==> config.mk <==
export PLATFORM = sky130hd
export DESIGN_NAME = load_store_unit
export DESIGN_NICKNAME = d
export VERILOG_FILES = /design/src/rtl/load_store_unit.sv
export SDC_FILE = /design/constraint.sdc
export NUM_CORES = 1
export LEC_CHECK = 0
export BUFFER_PORTS_ARGS = -buffer_cell sky130_fd_sc_hd__buf_2
export CAP_MARGIN = 15
export CORE_MARGIN = 5
export CORE_UTILIZATION = 53
export DETAILED_ROUTE_END_ITERATION = 12
export GPL_TIMING_DRIVEN = 1
export PLACE_DENSITY = 0.86
export SKIP_LAST_GASP = 1
export SLEW_MARGIN = 20
export SYNTH_ARGS = -nofsm -noshare
export SYNTH_HDL_FRONTEND = slang
export SYNTH_SLANG_ARGS = --single-unit
==> constraint.sdc <==
create_clock -name clk -period 4.9 [get_ports clk]
set_clock_uncertainty 0.2 [all_clocks]
set_input_delay 0.98 -clock clk [delete_from_list [all_inputs] [get_ports clk]]
set_output_delay 0.98 -clock clk [all_outputs]
set_load 0.02 [all_outputs]
==> src/rtl/load_store_unit.sv <==
// RV32I load/store unit: one access at a time through IDLE -> ISSUE -> (LDATA) -> RESP.
// Define LSU_MISALIGN_TRAP_EN to trap misaligned H/W accesses instead of force-aligning them.
module load_store_unit (
  input  logic        clk,
  input  logic        rst_n,
  input  logic        req_valid,
  output logic        req_ready,
  input  logic        req_we,
  input  logic [2:0]  req_funct3,
  input  logic [31:0] req_addr,
  input  logic [31:0] req_wdata,
  output logic        resp_valid,
  output logic [31:0] resp_rdata,
  output logic        resp_error,
  output logic        mem_read_ready,
  output logic [29:0] mem_read_address,
  input  logic [31:0] mem_read_data,
  output logic        mem_write_ready,
  output logic [29:0] mem_write_address,
  output logic [31:0] mem_write_data,
  output logic [3:0]  mem_write_byte
);

  typedef enum logic [1:0] {StIdle, StIssue, StLdata, StResp} state_e;

  state_e      state_q;
  logic        we_q;
  logic [2:0]  funct3_q;
  logic [1:0]  addr_lo_q;

  logic        funct_ok;
  logic        is_half;
  logic        is_word;
  logic        req_err;
  logic [31:0] eff_addr;
  logic [31:0] st_data;
  logic [3:0]  st_byte;

  // Select the addressed byte/half of the returned word and extend it per funct3.
  function automatic logic [31:0] load_extend(input logic [31:0] word, input logic [1:0] lo,
                                              input logic [2:0] f3);
    logic [7:0]  b;
    logic [15:0] h;
    logic [31:0] res;
    b = word[8*lo +: 8];
    h = lo[1] ? word[31:16] : word[15:0];
    case (f3)
      3'd0:    res = {{24{b[7]}}, b};
      3'd1:    res = {{16{h[15]}}, h};
      3'd2:    res = word;
      3'd4:    res = {24'b0, b};
      3'd5:    res = {16'b0, h};
      default: res = '0;
    endcase
    return res;
  endfunction

  always_comb begin
    funct_ok = req_we ? (req_funct3 <= 3'd2)
                      : !(req_funct3 == 3'd3 || req_funct3 == 3'd6 || req_funct3 == 3'd7);
    is_half  = (req_funct3[1:0] == 2'b01);
    is_word  = (req_funct3[1:0] == 2'b10);
`ifdef LSU_MISALIGN_TRAP_EN
    req_err  = !funct_ok || (is_half && req_addr[0]) || (is_word && (req_addr[1:0] != 2'b00));
    eff_addr = req_addr;
`else
    req_err  = !funct_ok;
    eff_addr = {req_addr[31:2], req_addr[1] & ~is_word, req_addr[0] & ~(is_half | is_word)};
`endif
    // Store data is replicated across lanes so the byte enables alone pick the target.
    case (req_funct3[1:0])
      2'b00: begin
        st_data = {4{req_wdata[7:0]}};
        st_byte = 4'b0001 << eff_addr[1:0];
      end
      2'b01: begin
        st_data = {2{req_wdata[15:0]}};
        st_byte = eff_addr[1] ? 4'b1100 : 4'b0011;
      end
      default: begin
        st_data = req_wdata;
        st_byte = 4'b1111;
      end
    endcase
  end

  always_ff @(posedge clk) begin
    if (!rst_n) begin
      state_q           <= StIdle;
      we_q              <= 1'b0;
      funct3_q          <= '0;
      addr_lo_q         <= '0;
      req_ready         <= 1'b0;
      resp_valid        <= 1'b0;
      resp_error        <= 1'b0;
      resp_rdata        <= '0;
      mem_read_ready    <= 1'b0;
      mem_read_address  <= '0;
      mem_write_ready   <= 1'b0;
      mem_write_address <= '0;
      mem_write_data    <= '0;
      mem_write_byte    <= '0;
    end else begin
      mem_read_ready  <= 1'b0;
      mem_write_ready <= 1'b0;
      resp_valid      <= 1'b0;
      case (state_q)
        StIdle: begin
          req_ready <= 1'b1;
          if (req_valid && req_ready) begin
            req_ready <= 1'b0;
            we_q      <= req_we;
            funct3_q  <= req_funct3;
            addr_lo_q <= eff_addr[1:0];
            if (req_err) begin
              state_q    <= StResp;
              resp_valid <= 1'b1;
              resp_error <= 1'b1;
              resp_rdata <= '0;
            end else begin
              state_q <= StIssue;
              if (req_we) begin
                mem_write_ready   <= 1'b1;
                mem_write_address <= eff_addr[31:2];
                mem_write_data    <= st_data;
                mem_write_byte    <= st_byte;
              end else begin
                mem_read_ready   <= 1'b1;
                mem_read_address <= eff_addr[31:2];
              end
            end
          end
        end
        StIssue: begin
          if (we_q) begin
            state_q    <= StResp;
            resp_valid <= 1'b1;
            resp_error <= 1'b0;
            resp_rdata <= '0;
          end else begin
            state_q <= StLdata;
          end
        end
        StLdata: begin
          state_q    <= StResp;
          resp_valid <= 1'b1;
          resp_error <= 1'b0;
          resp_rdata <= load_extend(mem_read_data, addr_lo_q, funct3_q);
        end
        StResp: begin
          state_q    <= StIdle;
          req_ready  <= 1'b1;
          resp_error <= 1'b0;
        end
        default: state_q <= StIdle;
      endcase
    end
  end

endmodule

======== Word level (Yosys, flattened, before mapping) ========
Index checks and enable logic that the tools add are counted.
word-level totals
  word-level logic and storage cells ...... 80
  input port bits ......................... 103
  register bits after elaboration ......... 141
  output and inout port bits .............. 133
operators by class
  equality and inequality tests ........... 15
  order comparisons ....................... 1
  reduce and logical (&&, ||, !) cells .... 16
  multiplexer cells ....................... 26
  shifts and indexed selects .............. 2
  bitwise gates (word level) .............. 6
operators by type and width
  cell                   count
  $pmux W32 S5           1
  $mux W32               3
  $pmux W32 S3           1
  $pmux W32 S2           1
  $shiftx A32 B6 Y8      1
  $mux W16               1
  $reduce_and A4 Y1      4
  $eq A3 B3 Y1 const B   4
  $mux W1                11
  $pmux W2 S4            1
  $pmux W4 S2            1
  $eq A2 B2 Y1 const B   3
  $eq A3 B2 Y1 const B   2
  $ne A2 B2 Y1 const B   3
  $pmux W1 S3            2
  $eq A2 B1 Y1 const B   2
  $logic_not A2 Y1       2
  $mux W2                2
  $mux W4                1
  $shl A1 B2 Y4 const A  1
  $eq A3 B1 Y1 const B   1
  $le A3 B2 Y1 const B   1
  $logic_not A3 Y1       1
  $not A1 Y1             3
  11 further kinds       13

======== Logic depth before layout (Yosys ltp) ========
  word-level depth ........................ 8
  mapped depth ............................ 9
  gate-level depth less buffers ........... 7

======== Worst setup path before layout ========
Ideal clock, no wire load.
  path kind ............................... input port to flip-flop
  start point ............................. in req_funct3[1]
  end point ............................... reg mem_write_data[29]
  path buffers ............................ 2
  slack ................................... 2.181 ns
  required time ........................... 4.584 ns
  library setup time ...................... 0.116 ns
  arrival time ............................ 2.403 ns
  stages .................................. 8
  cell sequence ........................... buf_1 > inv_1 > ha_1 > clkbuf_1 > a22o_1 > a21oi_1 > nand2_1 > o211a_1
between the ends
  word-level cells in the longest chain between the ends .. 6
  elaborated cells between the ends (all ways) .. 12
  those cells by class .................... order compare: 1; eq/ne: 4; mux: 2; reduce/logical: 5
RTL lines
  item                                          RTL line  RTL
  start: declaration                            9         input logic [2:0] req_funct3,
  $eq A3 B2 Y1 or $eq A3 B3 Y1 (tied branches)  60        : !(req_funct3 == 3'd3 || req_funct3 == 3'd6 || req_funct3 == 3'd7);
  $logic_or A1 B1 Y1 (2 in a row)               60
  $logic_not A1 Y1                              60
  $mux W1                                       59        funct_ok = req_we ? (req_funct3 <= 3'd2)
  $reduce_and A4 Y1 (no source line)            -
  end signal: assignment                        125       mem_write_data <= st_data;
  end: declaration                              20        output logic [31:0] mem_write_data,
Several ways; a longest one is shown, not always the timed one.
A chain may end at the register's enable or synchronous reset.

======== Final worst setup path ========
  start point ............................. in req_funct3[1]
  end point ............................... reg resp_rdata[18]
between the ends
  word-level cells in the longest chain between the ends .. 7
  elaborated cells between the ends (all ways) .. 10
  those cells by class .................... order compare: 1; eq/ne: 4; mux: 1; reduce/logical: 4
RTL lines
  item                                          RTL line  RTL
  $eq A3 B2 Y1 or $eq A3 B3 Y1 (tied branches)  60
  $logic_or A1 B1 Y1 (2 in a row)               60
  $logic_not A1 Y1                              60
  $mux W1 *                                     59
  $ne A2 B2 Y1 (no source line) *               -
  $reduce_and A4 Y1 (no source line) *          -
  end signal: assignment                        148       resp_rdata <= load_extend(mem_read_data, addr_lo_q, funct3_q);
  end: declaration                              13        output logic [31:0] resp_rdata,
Every way passes the cells marked *; elsewhere a longest branch is shown, timed or not.

==> impl_metrics.py <==
metrics = {
    "worst_hold_path": {
        "min_path_type": "flip-flop to flip-flop",
    },
    "die": {
        "core_um2": 11420,
        "ios": 236,
        "die_w_um": 117.9,
        "start_util_pct": 54.07,
        "dieArea_um2": 13910,
        "dieHeight_um": 117.9,
        "rows": 39,
    },
    "synthesis": {
        "syn_nets": 798,
        "synthMuxAreaShare_pct": 3.952,
        "synth_simple_gate_area_share_pct": 16.15,
        "ys_top_cells_by_count": "185 x nand2_1, 141 x dfxtp_1, 75 x a21boi_0, 37 x a21oi_1, 31 x clkbuf_1",
        "synth_top_area_share_pct": 45.72,
        "synth_xor_area_share_pct": 0,
        "avgSynthCellArea_um2": 8.999,
        "synthAdderAreaFrac_pct": 1.824,
        "synth_top_family_by_area": "compound AO/OA/AOI/OAI gates",
        "synth-compound-area-share_pct": 28.03,
        "ys_types": 45,
        "yosysTopAreaCell": "dfxtp_1",
        "synth.most_common_cell": "nand2_1",
        "synthFlopType": "dfxtp_1",
        "yosys-top-cells-area": "dfxtp_1 46%, nand2_1 11%, a21boi_0 9.1%",
        "synth-seq-area-share_pct": 45.72,
        "synth_cells": 686,
        "async_reset_ff_share_pct": 0,
        "synth_warnings": 0,
        "synth_edf_count": 0,
        "syn_area_um2": 6173,
        "synth_seq_cells": 141,
    },
    "detailed_routing": {
        "drtAntennaViolNets": 0,
        "viasPerCell": 5.452,
        "first_iter_violations": 494,
        "vias": 5725,
        "wire_per_inst_um": 16.20,
        "detail_route.wirelength_um": 17010,
        "drc": 0,
        "dr.pass1.iters": 7,
    },
    "timing": {
        "setup_viol": 0,
        "rsz0062_at_grt": "false",
        "fin_crit_ns": 3.263,
        "min_period_over_period_pct": 66.59,
        "tns_ns": 0,
        "setup_slack_ns": 1.637,
        "max_freq_ghz": 0.3065,
        "drv_slew": 0,
        "hold_violations": 0,
        "slew_headroom_pct": 29.60,
        "worst_pin_slew_ns": 1.053,
    },
    "setup_path": {
        "cp_num_buf_inv": 1,
        "crit_path_max_fanout": 17,
        "crit_top_cell": "nand3b_1",
        "worstPathRequired_ns": 5.02,
        "cp_top_family": "simple AND/OR/NAND/NOR gates",
        "crit_chain": "buf_2 > ha_1 > nand3b_1 > nand4_1 > nand3b_1 > and2_1 > o2bb2ai_1",
        "worst_setup_path_start_kind": "primary input",
        "critical_path_arrival_ns": 3.38,
        "path_class": "primary input to flip-flop",
        "cp_slowest_cell": "and2_1",
        "crit_path_end_kind": "flip-flop",
        "cpPeakStageDelay_ns": 0.77,
    },
    "placement": {
        "dp_hpwl_um": 12210,
        "place.gp.congestion": 0.9089,
        "port_buffers": 235,
        "pre_cts_ws_ns": 1.209,
    },
    "pwr": {
        "p_per_area_nw_per_um2": 404.9,
        "ir_drop_uv": 335.9,
        "p_leak_nw": 3.767,
    },
    "layout": {
        "area_growth_pct": 28.48,
        "final_nets": 1005,
        "drive_gt1_share_pct": 32.78,
    },
    "grt": {
        "grt_usage_pct": 24.08,
        "grt_pass1_vias": 5607,
        "overflow": 0,
        "antenna_found_initial": 2,
        "grt_max_degree": 95,
        "grt_pass1_wl_um": 27910,
    },
    "cts": {
        "cts_resized": 0,
        "post_cts_buffers": 0,
        "insertion_delay_ns": 0.41,
        "cts_max_level": 4,
        "clk_path_buf_depth": 2,
        "ctsHoldBuffers": 0,
        "clkSlewWorstSetupHoldPaths_ns": 0.05,
        "cts_buffers": 17,
        "clock-sinks": 141,
        "clock-root-buffer": "clkbuf_16",
        "cts_tree": "built",
    },
    "run_status": {
        "status": "complete, no violations",
    },
    "run": {
        "maxCapViolations": 0,
    },
}
final cells by class:
cell class                 count  area (um^2)
timing repair buffer         239         1209
sequential                   141         2823
clock inverter                11        116.4
inverter                      10        37.54
tap                          143        178.9
multi-input combinational    484         3094
antenna                        1        2.502
fill                         938         3487
clock buffer                  21        470.5
per-stage QoR:
step / cell area, um^2 / hold WS (ns) / std cells / utilization, % / power (mW)
after floorplan: 6173 / 0.2573 / 686 / - / 1.772
after global placement: 7341 / 0.2415 / 1017 / 64.29 / 1.958
after detailed placement: 7341 / 0.2439 / 1017 / 64.29 / 1.975
after CTS: 7928 / 0.2512 / 1049 / 69.43 / 3.230
after global routing: 7931 / 0.2768 / 1050 / 69.46 / 3.359
final: 7931 / 0.2499 / 1050 / 69.46 / 3.211
worst register-to-register path, cell delays in order (launching register included):
cell	delay, ns
dfxtp_1	0.34
inv_1	0.12
ha_1	0.26
nand3_1	0.33
nor4b_4	0.30
buf_4	0.71
nand2_1	0.22
o211a_1	0.18
registers in the layout, indices dropped and copies added, names as in the netlist:
signal,cells
mem_write_address,30
req_ready,1
resp_rdata,32
resp_error,1
mem_write_data,32
state_q,2
mem_write_byte,4
addr_lo_q,2
resp_valid,1
we_q,1
mem_write_ready,1
mem_read_address,30
mem_read_ready,1
funct3_q,3
kinds of logic (layout without fill, tap and decap cells):
group           count (synthesis)  after routing
simple gates                  232            232
compound gates                221            221
flops                         141            141
buf+inv                        61            281
mux                            22             22
fa+ha+maj                       9              9
other cells                     0              1
worst paths after layout:
check,slack (ns),startpoint,depth (start not counted),to
min,0.25,resp_rdata[13],2,resp_rdata[13]
max reg2reg,2.13,state_q[1],7,mem_write_data[11]
min reg2reg,0.25,resp_rdata[13],2,resp_rdata[13]
max,1.64,req_funct3[1],7,resp_rdata[18]
routing by layer:
metal	track usage, %	part of all wire (%)
met1	30.03	42
met2	39.32	48
met3	6.535	7.2
met4	9.892	2.5
met5	0	0.12
cell usage in the layout (no fill, tap or decap), types with 10 or more instances in the layout:
cell / n
buf_2: 234
nand2_1: 185
dfxtp_1: 141
a21boi_0: 75
a21oi_1: 37
o211a_1: 24
clkbuf_16: 17
o2bb2ai_1: 14
o21ai_0: 13
mux2i_1: 12
inv_1: 10
o2bb2ai_2: 10
where the power goes:
part / internal, mW / leakage (nW) / switching [mW]
clock: 0.785 / 0.285 / 0.470
sequential: 1.23 / 1.14 / 0.0599
combinational: 0.244 / 2.34 / 0.427
total: 2.25 / 3.77 / 0.957
Power figures use the tool's default switching activity.
